### src/rtl/bcd_down_counter_if.sv
// Load/count bundle for bcd_down_counter. The testbench drives it as master;
// the counter connects as slave.
interface bcd_down_counter_if #(
  parameter int DIGITS = 2
);
  logic                  load;
  logic [4*DIGITS-1:0]   load_val;
  logic                  en;
  logic [4*DIGITS-1:0]   count;
  logic                  zero;
  logic                  done;
  logic                  busy;
  logic                  load_err;

  modport master (
    output load, load_val, en,
    input  count, zero, done, busy, load_err
  );

  modport slave (
    input  load, load_val, en,
    output count, zero, done, busy, load_err
  );
endinterface

### src/rtl/bcd_down_counter.sv
// Multi-digit BCD down-counter with load, expiry detection and load clamping.
// Optional macro BCD_DOWN_COUNTER_AUTO_RELOAD_EN restarts the count from the last load after expiry.
module bcd_down_counter #(
  parameter int DIGITS = 2
) (
  input  logic             clk,
  input  logic             reset,
  bcd_down_counter_if.slave bus
);
  localparam int W = 4 * DIGITS;

  typedef enum logic [1:0] {ST_IDLE, ST_RUN, ST_EXPIRED} state_t;

  state_t         r_state, w_state_nxt;
  logic [W-1:0]   r_count, w_count_nxt;
  logic           r_zero, w_zero_nxt;
  logic           r_done, w_done_nxt;
  logic           r_busy, w_busy_nxt;
  logic           r_load_err, w_load_err_nxt;
  logic [W-1:0]   w_dec;
  logic [W-1:0]   w_clamped;
  logic           w_bad_digit;
`ifdef BCD_DOWN_COUNTER_AUTO_RELOAD_EN
  logic [W-1:0]   r_reload, w_reload_nxt;
`endif

  function automatic logic [W-1:0] f_clamp(input logic [W-1:0] v);
    logic [W-1:0] r;
    r = v;
    for (int i = 0; i < DIGITS; i++)
      if (v[4*i +: 4] > 4'd9) r[4*i +: 4] = 4'd9;
    return r;
  endfunction

  function automatic logic f_has_bad_digit(input logic [W-1:0] v);
    logic bad;
    bad = 1'b0;
    for (int i = 0; i < DIGITS; i++)
      if (v[4*i +: 4] > 4'd9) bad = 1'b1;
    return bad;
  endfunction

  // Borrow ripples upward: every zero digit below the first non-zero one wraps to 9.
  function automatic logic [W-1:0] f_bcd_dec(input logic [W-1:0] v);
    logic [W-1:0] r;
    logic         borrow;
    r      = v;
    borrow = 1'b1;
    for (int i = 0; i < DIGITS; i++) begin
      if (borrow) begin
        if (v[4*i +: 4] == 4'd0) begin
          r[4*i +: 4] = 4'd9;
        end else begin
          r[4*i +: 4] = v[4*i +: 4] - 4'd1;
          borrow      = 1'b0;
        end
      end
    end
    return r;
  endfunction

  assign w_dec       = f_bcd_dec(r_count);
  assign w_clamped   = f_clamp(bus.load_val);
  assign w_bad_digit = f_has_bad_digit(bus.load_val);

  always_comb begin
    w_state_nxt    = r_state;
    w_count_nxt    = r_count;
    w_zero_nxt     = r_zero;
    w_busy_nxt     = r_busy;
    w_done_nxt     = 1'b0;
    w_load_err_nxt = 1'b0;
`ifdef BCD_DOWN_COUNTER_AUTO_RELOAD_EN
    w_reload_nxt   = r_reload;
`endif
    if (bus.load) begin
      w_count_nxt    = w_clamped;
      w_load_err_nxt = w_bad_digit;
`ifdef BCD_DOWN_COUNTER_AUTO_RELOAD_EN
      w_reload_nxt   = w_clamped;
`endif
      if (w_clamped != '0) begin
        w_state_nxt = ST_RUN;
        w_busy_nxt  = 1'b1;
        w_zero_nxt  = 1'b0;
      end else begin
        w_state_nxt = ST_IDLE;
        w_busy_nxt  = 1'b0;
        w_zero_nxt  = 1'b1;
      end
    end else begin
      case (r_state)
        ST_RUN: begin
          if (bus.en) begin
            w_count_nxt = w_dec;
            if (w_dec == '0) begin
              w_state_nxt = ST_EXPIRED;
              w_zero_nxt  = 1'b1;
              w_done_nxt  = 1'b1;
              w_busy_nxt  = 1'b0;
            end
          end
        end
        ST_EXPIRED: begin
`ifdef BCD_DOWN_COUNTER_AUTO_RELOAD_EN
          // A zero reload value leaves the counter parked in EXPIRED.
          if (bus.en && (r_reload != '0)) begin
            w_count_nxt = r_reload;
            w_state_nxt = ST_RUN;
            w_busy_nxt  = 1'b1;
            w_zero_nxt  = 1'b0;
          end
`endif
        end
        default: ;
      endcase
    end
  end

  always_ff @(posedge clk or negedge reset) begin
    if (!reset) begin
      r_state    <= ST_IDLE;
      r_count    <= '0;
      r_zero     <= 1'b1;
      r_done     <= 1'b0;
      r_busy     <= 1'b0;
      r_load_err <= 1'b0;
`ifdef BCD_DOWN_COUNTER_AUTO_RELOAD_EN
      r_reload   <= '0;
`endif
    end else begin
      r_state    <= w_state_nxt;
      r_count    <= w_count_nxt;
      r_zero     <= w_zero_nxt;
      r_done     <= w_done_nxt;
      r_busy     <= w_busy_nxt;
      r_load_err <= w_load_err_nxt;
`ifdef BCD_DOWN_COUNTER_AUTO_RELOAD_EN
      r_reload   <= w_reload_nxt;
`endif
    end
  end

  assign bus.count    = r_count;
  assign bus.zero     = r_zero;
  assign bus.done     = r_done;
  assign bus.busy     = r_busy;
  assign bus.load_err = r_load_err;
endmodule

### src/flat_wrapper.sv
// flat-port wrapper written by rule: the top's interface ports become plain ports
module bcd_down_counter_flat 
#(
  parameter int DIGITS = 2
)
  (clk, reset, bus_load, bus_load_val, bus_en, bus_count, bus_zero, bus_done, bus_busy, bus_load_err);
  bcd_down_counter_if #(.DIGITS(DIGITS)) bus_i ();
  input  logic clk;
  input  logic reset;
  input wire logic [$bits(bus_i.load)-1:0] bus_load;
  input wire logic [$bits(bus_i.load_val)-1:0] bus_load_val;
  input wire logic [$bits(bus_i.en)-1:0] bus_en;
  output wire logic [$bits(bus_i.count)-1:0] bus_count;
  output wire logic [$bits(bus_i.zero)-1:0] bus_zero;
  output wire logic [$bits(bus_i.done)-1:0] bus_done;
  output wire logic [$bits(bus_i.busy)-1:0] bus_busy;
  output wire logic [$bits(bus_i.load_err)-1:0] bus_load_err;
  assign bus_i.load = bus_load;
  assign bus_i.load_val = bus_load_val;
  assign bus_i.en = bus_en;
  assign bus_count = bus_i.count;
  assign bus_zero = bus_i.zero;
  assign bus_done = bus_i.done;
  assign bus_busy = bus_i.busy;
  assign bus_load_err = bus_i.load_err;
  bcd_down_counter #(.DIGITS(DIGITS)) u_core (.clk(clk), .reset(reset), .bus(bus_i));
endmodule
### config.mk
export PLATFORM = sky130hd
export DESIGN_NAME = bcd_down_counter_flat
export DESIGN_NICKNAME = d
export VERILOG_FILES = /design/src/rtl/bcd_down_counter_if.sv /design/src/rtl/bcd_down_counter.sv /design/src/flat_wrapper.sv
export SDC_FILE = /design/constraint.sdc
export NUM_CORES = 1
export LEC_CHECK = 0
export ABC_CLOCK_PERIOD_IN_PS = 1900
export CORE_UTILIZATION = 34
export CTS_CLUSTER_SIZE = 28
export DETAILED_ROUTE_END_ITERATION = 10
export PLACE_DENSITY_LB_ADDON = 0.15
export SETUP_SLACK_MARGIN = 0.5
export SLEW_MARGIN = 25
export SYNTH_ARGS = -nofsm -noshare
export SYNTH_HDL_FRONTEND = slang
export SYNTH_SLANG_ARGS = --single-unit
### constraint.sdc
create_clock -name clk -period 1.9 [get_ports clk]
set_clock_uncertainty 0.05 [all_clocks]
set_input_delay 0.38 -clock clk [delete_from_list [all_inputs] [get_ports clk]]
set_output_delay 0.38 -clock clk [all_outputs]
set_load 0.02 [all_outputs]
; ---- Yosys cells after proc, flatten, opt, wreduce, memory -nomap -nowiden
; Index checks and enable logic that the tools add are counted.
[totals]
ff_bits = 14
inputBits = 12
output_inout_bits = 12
word_cells = 51
[classes]
add_sub_neg = 2
order_cmp = 2
n_eq_ne = 1
n_mux = 31
reduce_logical = 9
[op_table]
columns = op, n
row1 = $mux W8, 3
row2 = $mux W4, 5
row3 = $mux W1, 19
row4 = $gt A4 B4 Y1 const B, 2
row5 = $logic_not A4 Y1, 2
row6 = $logic_not A8 Y1, 1
row7 = $mux W2, 4
row8 = $reduce_bool A8 Y1, 1
row9 = $sub A4 B1 Y4 const B, 2
row10 = $reduce_bool A2 Y1, 3
row11 = $reduce_and A3 Y1, 1
row12 = $eq A2 B1 Y1 const B, 1
row13 = $reduce_and A2 Y1, 1

; ---- Longest topological paths before layout
; Gate-level depths: netlist of the first run.
[depth]
word_depth = 8
ltp_mapped = 5
depth_no_buf = 3

; ---- Worst setup path before layout of the first run
; Ideal clock, no wire load.
[synth_timing]
kind = reg-to-reg
startpoint = register u_core.r_count[3], in the netlist u_core.bus.count[3]
endpoint = register u_core.r_count[7], in the netlist u_core.bus.count[7]
setup_ps = 69
arrival_time_ps = 1716
required_ps = 1781
path_slack_ps = 64
stages_incl_launch_ff = 5
n_path_buf = 1
synth_period_minus_slack_ps = 1836
path_cell_list = dfrtp_1 > or4_1 > clkbuf_2 > or4_1 > nand3_1
[synth_via]
elab_chain_cells = 6
[synth_rtl]
columns = element, line_no
row1 = from (decl), bcd_down_counter.sv:15  ; logic [W-1:0] r_count, w_count_nxt;
row2 = from (signal assigned), bcd_down_counter.sv:133  ; r_count <= w_count_nxt;
row3 = $logic_not A4 Y1, bcd_down_counter.sv:51  ; if (v[4*i +: 4] == 4'd0) begin
row4 = $mux W1, bcd_down_counter.sv:51
row5 = $mux W4, bcd_down_counter.sv:50  ; if (borrow) begin
row6 = $mux W8, bcd_down_counter.sv:94  ; if (bus.en) begin
row7 = $mux W8, bcd_down_counter.sv:92  ; case (r_state)
row8 = $mux W8, bcd_down_counter.sv:76  ; if (bus.load) begin
; No other way between the ends. The select of a mux whose other input is x is not followed.
; A chain may end at the register's enable or synchronous reset.

; ---- Worst setup path after layout of the first run
[layout_timing]
startpoint = register u_core.r_count[2], in the netlist u_core.bus.count[2]
endpoint = register u_core.r_count[7], in the netlist u_core.bus.count[7]
; Same word-level chain as after synthesis.

==> impl_metrics.json, run 1 <==
{
  "async_flop_share_pct": 100,
  "yosys.area_share.adder_pct": 0,
  "grt_overflow": 0,
  "final.period_utilization_pct": 85.6,
  "start_util_pct": 36.4,
  "crit_chain": "or4_4 > or4_4 > nand3_2",
  "route.detailed.wl_per_inst_um": 16.4,
  "r2r_slack_ns": 0.27,
  "grt_pass1_vias": 733,
  "grtUsageTotal_pct": 21.1,
  "drtIter0Drc": 34,
  "htreeDepth": 1,
  "via_count": 853,
  "drive_gt1_share_pct": 53.9,
  "clock_sinks": 13,
  "wl_met1_mm": 1.13,
  "drc": 0,
  "syn_nets": 89,
  "worstPathRequired_ns": 2.08,
  "synth-seq-cells": 13,
  "synth_most_common_cell": "dfrtp_1",
  "crit_arrival_ns": 1.80,
  "cts_root_buf": "clkbuf_4",
  "synth_edf_count": 0,
  "vdd_drop_max_mv": 0.637,
  "dpl_cell_area_um2": 1070,
  "wl_mm": 2.55,
  "synth_xor_area_share_pct": 0,
  "tightest_slew_ns": 0.476,
  "yosysWarnings": 0,
  "reg2regPathDepth": 3,
  "fillCellCount": 155,
  "max_freq_ghz": 0.615,
  "clk_pin_slew_ns": 0.10,
  "synthMuxAreaShare_pct": 0,
  "place_congestion": 0.817,
  "insertion_delay_ns": 0.28,
  "firstDrtPassIters": 4,
  "r2r-start": "u_core.bus.count[2]",
  "path_common_cell": "or4_4",
  "cp_slowest_cell": "or4_4",
  "post-route-min-period_ns": 1.63,
  "hold_class": "in2async",
  "powerDensity_nw_per_um2": 627,
  "leakagePower_nw": 0.579,
  "ys_types": 33,
  "slew_viol_final": 0,
  "critical_path_class": "reg2reg",
  "syn_to_final_growth_pct": 89.9,
  "synth_top_family_by_area": "simple AND/OR/NAND/NOR gates",
  "dp_hpwl_mm": 1.43,
  "die_width_um": 48.0,
  "nets": 141,
  "coreArea_um2": 1980,
  "die-area_um2": 2310,
  "synth_area_leader_cell": "dfrtp_1",
  "grt_pass1_wl_mm": 3.32,
  "cts_tree": "yes",
  "postRouteAntennaNets": 0,
  "cp_max_fo": 6,
  "grt_max_degree": 15,
  "cts_inserted_buffers": 3,
  "setup_viol": 0,
  "cpPeakStageDelay_ns": 0.59,
  "final-seq-area_um2": 333,
  "slew_headroom_pct": 68.2,
  "die_h_um": 48.0,
  "outcome": "finished, final reports clean",
  "rsz0062_at_grt": "true",
  "clk_path_buf_depth": 2,
  "rows": 16,
  "synth_top_area_share_pct": 41.7,
  "vias_per_cell": 5.50,
  "synth-simple-area-share_pct": 28.5,
  "synth_ff_type": "dfrtp_1",
  "syn_inst": 77,
  "max_cap_violations": 0,
  "portBuffers": 23,
  "final_area_um2": 1370,
  "hold_viol": 0,
  "synth_area_leaders": "dfrtp_1 42%, or4_1 5.2%, o21ai_0 4.9%",
  "wl_met3_um": 132,
  "timing.rr.end": "u_core.bus.count[7]",
  "wl_met2_mm": 1.24,
  "fin_hold_ws_ns": 0.344,
  "synth_compound_area_share_pct": 21.7,
  "ios": 24,
  "antenna_cells": 0,
  "highest_layer": "met4",
  "avgSynthCellArea_um2": 9.36,
  "synth_top_cells_by_count": "12 x dfrtp_1, 7 x o21ai_0, 5 x nand2_1, 5 x or4_1, 4 x a31oi_1",
  "ys_seq_area_share_pct": 45.3,
  "startpoint_type": "flop",
  "multi_input_area_um2": 518,
  "cp-end-kind": "flop",
  "synth_area_um2": 721,
  "cts_hold_buf": 0,
  "antenna_found_initial": 0
}
cell families (layout without fill, tap and decap cells):
kind of cell	count (synthesis)	after routing
flip-flops	13	13
buffers and inverters	8	59
AO/OA/AOI/OAI	24	24
AND/OR/NAND/NOR	32	32
cells in the final DEF, fill, tap and decap left out, drive strengths merged, types with 4 or more instances in the layout:
| cell type | count |
|---|---|
| dfrtp | 12 |
| nand2 | 5 |
| buf | 37 |
| a31oi | 4 |
| clkbuf | 5 |
| o21ai | 7 |
| clkdlybuf4s50 | 7 |
| dlygate4sd2 | 4 |
| or4 | 5 |
how the worst max path moves through the flow:
stage	cells after the start	to	slack [ns]	start
2_1_floorplan	4	u_core.bus.count[7]	0.21	u_core.bus.count[2]
3_3_place_gp	4	u_core.bus.count[6]	-0.08	bus_load
3_5_place_dp	4	u_core.bus.count[6]	-0.10	bus_load
4_1_cts	3	u_core.bus.count[6]	0.29	u_core.bus.count[3]
5_1_grt	3	u_core.bus.count[7]	0.24	u_core.bus.count[2]
6_report	3	u_core.bus.count[7]	0.27	u_core.bus.count[2]
flip-flops by register name, indices dropped and copies added, names as in the netlist:
signal / flops
u_core.bus.zero: 1
u_core.r_state: 2
u_core.bus.done: 1
u_core.bus.count: 8
u_core.bus.load_err: 1
area by class of cell:
| cell class | instances | share of cell area [%] |
|---|---|---|
| Clock buffer | 4 | 1.92 |
| Tap cell | 27 | 2.47 |
| Timing Repair Buffer | 52 | 32.6 |
| Multi-Input combinational cell | 56 | 37.8 |
| Sequential cell | 13 | 24.3 |
| Inverter | 3 | 0.823 |
worst max-delay path, delay by kind of cell, from the launching register on:
kind | cells | cell delay [ns]
DFF | 1 | 0.42
and+or+nand+nor | 3 | 1.10
timing repair:
item	4_1_cts	5_1_grt
setup buffers	10	5
setup endpoints to repair	24	22
gates resized for setup	59	30
gates cloned	0	1
pin swaps	4	12
per-stage QoR:
step	power, W	std cells	setup TNS [ns]	setup WS [ns]	util, %
2_1_floorplan	0.000443	77	0	0.210	-
3_3_place_gp	0.000570	135	-0.0916	-0.0816	53.8
3_5_place_dp	0.000570	135	-0.131	-0.101	53.8
4_1_cts	0.000783	149	0	0.293	61.6
5_1_grt	0.000898	155	0	0.238	69.1
6_report	0.000858	155	0	0.273	69.1
power by group:
part | internal, W | switching, W
combinational | 0.000177 | 0.000168
sequential | 0.000305 | 0.0000271
clock | 0.0000814 | 0.0000985
total | 0.000564 | 0.000294
per-layer routing:
layer | track usage [%] | vias to the layer above
li1 | - | 401
met1 | 29.5 | 412
met2 | 34.9 | 34
met3 | 3.40 | 6
met4 | 3.33 | 0
met5 | 0 | -
Power figures use the tool's default switching activity.
==> run 2, diff against run 1 <==
--- a/config.mk
+++ b/config.mk
@@ -5,10 +5,11 @@
 export SDC_FILE = /design/constraint.sdc
 export NUM_CORES = 1
 export LEC_CHECK = 0
-export ABC_CLOCK_PERIOD_IN_PS = 1900
+export ABC_CLOCK_PERIOD_IN_PS = 2110
 export CORE_UTILIZATION = 34
 export CTS_CLUSTER_SIZE = 28
 export DETAILED_ROUTE_END_ITERATION = 10
+export HOLD_SLACK_MARGIN = 0.12
 export PLACE_DENSITY_LB_ADDON = 0.15
 export SETUP_SLACK_MARGIN = 0.5
 export SLEW_MARGIN = 25
==> constraint.sdc (replaced) <==
create_clock -name clk -period 2.11 [get_ports clk]
set_clock_uncertainty 0.05 [all_clocks]
set_input_delay 0.422 -clock clk [delete_from_list [all_inputs] [get_ports clk]]
set_output_delay 0.422 -clock clk [all_outputs]
set_load 0.02 [all_outputs]
==> run 2 against run 1 <==
Sequential power fell by 9.6%. Cell area fell by 21%. Combinational power fell by 43%. Maximum frequency increased by 1.7%. Count of clock-buffer cells in the layout stayed put. Cell count down 12%. Sequential share of layout area increased by 6.3 points. Highest routed layer unchanged. Critical path depth unchanged. Sequential cell count unchanged. Worst hold slack better by 0.084 ns. Critical path type unchanged. Wire length is 26% lower.
==> impl_metrics.json, run 2 (synthesis gave the netlist of run 1 again) <==
{
  "die_h_um": 48.0,
  "drc": 0,
  "place_congestion": 0.849,
  "vias_per_cell": 5.45,
  "clk_pin_slew_ns": 0.08,
  "hold_viol": 0,
  "postRouteAntennaNets": 0,
  "grt_overflow": 0,
  "grtUsageTotal_pct": 19.6,
  "cts_hold_buf": 0,
  "nets": 122,
  "insertion_delay_ns": 0.27,
  "grt_pass1_vias": 662,
  "timing.rr.end": "u_core.bus.count[7]",
  "post-route-min-period_ns": 1.60,
  "placed_cells": 126,
  "hold_class": "in2reg",
  "r2r_slack_ns": 0.51,
  "outcome": "finished, final reports clean",
  "tightest_slew_ns": 0.589,
  "vdd_drop_max_mv": 0.380,
  "antenna_cells": 0,
  "antenna_found_initial": 0,
  "powerDensity_nw_per_um2": 603,
  "coreArea_um2": 1980,
  "start_util_pct": 36.4,
  "dp_hpwl_mm": 1.35,
  "hold_path.startpoint": "bus_load_val[5]",
  "syn_to_final_growth_pct": 49.7,
  "final.period_utilization_pct": 75.8,
  "clock_sinks": 13,
  "critical_path_class": "reg2reg",
  "rsz0062_at_grt": "true",
  "worstPathRequired_ns": 2.27,
  "crit_arrival_ns": 1.76,
  "holdPathEnd": "u_core.bus.count[5]",
  "cts_inserted_buffers": 3,
  "slew_headroom_pct": 60.6,
  "via_count": 741,
  "cp-end-kind": "flop",
  "slew_viol_final": 0,
  "die_width_um": 48.0,
  "route.detailed.wl_per_inst_um": 13.9,
  "htreeDepth": 1,
  "wl_mm": 1.89,
  "ios": 24,
  "hold_path_depth": 3,
  "cts_root_buf": "clkbuf_4",
  "layout_commonest_cell": "dlygate4sd2_1",
  "grt_pass1_wl_mm": 3.06,
  "cts_tree": "yes",
  "max_cap_violations": 0,
  "rows": 16,
  "final_cell_mix": "11 x dlygate4sd2_1, 10 x buf_4, 9 x dfrtp_1, 6 x clkdlybuf4s50_1",
  "r2r-start": "u_core.bus.count[3]",
  "startpoint_type": "flop",
  "firstDrtPassIters": 4,
  "setup_viol": 0,
  "drtIter0Drc": 21,
  "grt_max_degree": 15,
  "clk_path_buf_depth": 2,
  "max_freq_ghz": 0.625,
  "portBuffers": 23,
  "largest_register_ffs": 8,
  "leakagePower_nw": 0.468,
  "drive_gt1_share_pct": 23.9,
  "cp_max_fo": 5,
  "fin_cells": 136,
  "tns_ns": 0,
  "die-area_um2": 2310,
  "reg2regPathDepth": 3
}
run 2: cell types whose count changed in the layout (fill, tap and decap cells not counted), sizes merged:
cell,delta
clkdlybuf4s50,-1
dlymetal6s2s,+3
clkbuf,+1
clkdlybuf4s15,-2
dlygate4sd2,+7
buf,-27
run 2: layout make-up:
cell class / instances / area [µm²]
clock buffer: 4 / 26.3
fill: 195 / 903
inverter: 3 / 11.3
multi-input combinational: 56 / 388
sequential: 13 / 330
tap: 27 / 33.8
timing repair buffer: 33 / 289
run 2: repair_timing:
action	in CTS	in global routing
setup endpoints to repair	18	12
pin swaps	2	3
gates resized for setup	18	13
setup buffers	3	3
run 2: layer usage:
| layer | share of wire (%) | global-route usage [%] | up-vias |
|---|---|---|---|
| met5 | 0 | 0 | - |
| li1 | - | - | 360 |
| met2 | 45 | 28.9 | 29 |
| met1 | 48 | 27.4 | 350 |
| met4 | 0.85 | 8.33 | 0 |
| met3 | 6.1 | 4.53 | 2 |
run 2: through the flow:
step	setup WS, ns	hold WS [ns]	power, W	utilization (%)	area (µm²)
after CTS	0.427	0.498	0.000645	52.3	1040
after detailed placement	0.0940	0.491	0.000499	50.3	996
after floorplan	0.420	0.0764	0.000400	-	733
after global routing	0.465	0.438	0.000697	54.4	1080
final	0.511	0.428	0.000650	54.4	1080
after global placement	0.112	0.464	0.000498	50.3	996
run 2: worst max-delay path by stage:
stage	cells past startpoint	slack (ns)	startpoint	endpoint
after floorplan	4	0.42	u_core.bus.count[2]	u_core.bus.count[7]
after global placement	4	0.11	bus_load_val[7]	u_core.r_state[0]
after detailed placement	4	0.09	bus_load	u_core.bus.count[6]
after CTS	2	0.43	u_core.bus.count[1]	bus_count[1]
after global routing	3	0.47	u_core.bus.count[3]	u_core.bus.count[7]
final	3	0.51	u_core.bus.count[3]	u_core.bus.count[7]
run 2: power by group:
group          internal [W]  switching (W)
Clock             0.0000732      0.0000799
Combinational     0.0000947       0.000102
Sequential         0.000274      0.0000269
Total              0.000442       0.000208
run 2: worst max-delay path, stage by stage, from the launching register on:
cell and delay [ns]:
dfrtp_2 0.43, or4_4 0.56, or4_1 0.41, nand3_1 0.08
==> run 3, diff against run 2 <==
--- a/config.mk
+++ b/config.mk
@@ -5,7 +5,7 @@
 export SDC_FILE = /design/constraint.sdc
 export NUM_CORES = 1
 export LEC_CHECK = 0
-export ABC_CLOCK_PERIOD_IN_PS = 2110
+export ABC_CLOCK_PERIOD_IN_PS = 1680
 export CORE_UTILIZATION = 34
 export CTS_CLUSTER_SIZE = 28
 export DETAILED_ROUTE_END_ITERATION = 10
==> constraint.sdc (replaced) <==
create_clock -name clk -period 1.68 [get_ports clk]
set_clock_uncertainty 0.05 [all_clocks]
set_input_delay 0.336 -clock clk [delete_from_list [all_inputs] [get_ports clk]]
set_output_delay 0.336 -clock clk [all_outputs]
set_load 0.02 [all_outputs]
==> run 3 against run 2 <==
Core utilization is 17 points higher. Cell count is 21% higher. Largest power group is now combinational logic. Sequential power increased by 24%. Worst hold slack got worse by 0.12 ns. Die area did not move.
==> impl_metrics.json, run 3 (synthesis gave the netlist of run 1 again) <==
{
  "firstDrtPassIters": 4,
  "wl_mm": 2.57,
  "die_width_um": 48.0,
  "crit_arrival_ns": 1.76,
  "clock_sinks": 13,
  "coreArea_um2": 1980,
  "rows": 16,
  "cp-end-kind": "flop",
  "portBuffers": 23,
  "antenna_found_initial": 0,
  "die_h_um": 48.0,
  "fillCellCount": 143,
  "cp_slowest_cell": "or4_4",
  "startpoint_type": "flop",
  "drive_gt1_share_pct": 52.6,
  "clk_pin_slew_ns": 0.09,
  "drc": 0,
  "cp_max_fo": 6,
  "grtUsageTotal_pct": 24.3,
  "leakagePower_nw": 0.610,
  "r2r_slack_ns": 0.09,
  "antenna_cells": 0,
  "max_freq_ghz": 0.631,
  "hold_viol": 0,
  "crit_chain": "or4_4 > or4_1 > nand3_1",
  "crit_buf_inv": 0,
  "syn_to_final_growth_pct": 97.6,
  "slew_headroom_pct": 74.1,
  "largest_register_ffs": 8,
  "layout_commonest_cell": "buf_4",
  "cts_inserted_buffers": 3,
  "worstPathRequired_ns": 1.85,
  "tightest_slew_ns": 0.388,
  "vdd_drop_max_mv": 0.391,
  "clk_path_buf_depth": 2,
  "final_area_um2": 1420,
  "start_util_pct": 36.4,
  "setup_viol": 0,
  "critical_path_class": "reg2reg",
  "post-route-min-period_ns": 1.59,
  "nets": 150,
  "powerDensity_nw_per_um2": 714,
  "grt_pass1_vias": 800,
  "dpl_cell_area_um2": 1150,
  "outcome": "finished, final reports clean",
  "slew_viol_final": 0,
  "cts_hold_buf": 0,
  "htreeDepth": 1,
  "hold_class": "in2async",
  "rsz0062_at_grt": "true",
  "cpPeakStageDelay_ns": 0.58,
  "final.period_utilization_pct": 94.4,
  "cts_tree": "yes",
  "max_cap_violations": 0,
  "grt_max_degree": 14,
  "via_count": 884,
  "insertion_delay_ns": 0.28,
  "power_w": 0.00102,
  "dp_hpwl_mm": 1.57,
  "postRouteAntennaNets": 0,
  "die-area_um2": 2310,
  "grt_pass1_wl_mm": 3.71,
  "drtIter0Drc": 18,
  "vias_per_cell": 5.39,
  "final_core_util_pct": 71.8,
  "final_cell_mix": "28 x buf_4, 19 x buf_6, 8 x clkdlybuf4s50_1, 8 x dfrtp_1",
  "grt_overflow": 0,
  "route.detailed.wl_per_inst_um": 15.7,
  "path_delay_family": "simple AND/OR/NAND/NOR gates",
  "cts_root_buf": "clkbuf_4",
  "ios": 24,
  "place_congestion": 0.790
}
## run 3: cell count changes in the layout (fill, tap and decap cells not counted), moves of 2 or more
cell,previous run,this run
buf_4,10,28
buf_6,0,19
clkbuf_2,2,0
clkdlybuf4s50_1,6,8
dlygate4sd2_1,11,3
dlymetal6s2s_1,3,0
o21ai_0,5,3
## run 3: final cells by class
class                      count  area (µm²)  area share (%)
clock buffer                   4        26.3            1.85
inverter                       3        11.3           0.791
multi-input combinational     56         445            31.3
sequential                    13         332            23.3
tap                           27        33.8            2.37
timing repair buffer          61         576            40.4
## run 3: per-stage QoR
| stage | TNS [ns] | setup slack (ns) | cells | hold slack [ns] |
|---|---|---|---|---|
| 3_5_place_dp | -1.49 | -0.312 | 144 | 0.495 |
| 2_1_floorplan | -0.0200 | -0.0102 | 77 | -0.00959 |
| 5_1_grt | 0 | 0.0463 | 164 | 0.332 |
| 4_1_cts | 0 | 0.0790 | 155 | 0.309 |
| 3_3_place_gp | -1.34 | -0.283 | 144 | 0.498 |
| 6_report | 0 | 0.0945 | 164 | 0.306 |
## run 3: repair_timing
action / 4_1_cts / 5_1_grt
gates cloned: 0 / 1
resized for setup: 90 / 10
endpoints found under the setup margin: 25 / 25
buffers inserted: 7 / 8
pin swaps: 15 / 5
## run 3: worst paths after layout
kind / cells after the start / to / from
worst max-delay path: 3 / u_core.bus.count[6] / u_core.bus.count[3]
worst min-delay path: 2 / u_core.bus.done / reset
worst max register to register: 3 / u_core.bus.count[6] / u_core.bus.count[3]
worst min register to register: 2 / u_core.bus.done / u_core.bus.count[3]
max in group asynchronous: 2 / u_core.bus.zero / reset
min in group clk: 3 / u_core.bus.done / bus_load
## run 3: per-layer routing
| metal | track usage, % | vias to the layer above | routed length, µm |
|---|---|---|---|
| met1 | 30.9 | 438 | 1160 |
| li1 | - | 418 | - |
| met3 | 3.77 | 4 | 90 |
| met5 | 0 | - | 0 |
| met2 | 40.5 | 24 | 1290 |
| met4 | 10.6 | 0 | 38 |
## run 3: where the power goes
part | total [W] | leakage, nW | internal [W] | switching (W)
sequential | 0.000374 | 0.150 | 0.000345 | 0.0000290
combinational | 0.000436 | 0.445 | 0.000253 | 0.000183
clock | 0.000207 | 0.0150 | 0.0000922 | 0.000115
total | 0.00102 | 0.610 | 0.000690 | 0.000326
## run 3: worst register-to-register path, stage by stage (launching register included)
cell	delay [ns]
dfrtp_2	0.41
or4_4	0.58
or4_1	0.41
nand3_1	0.08
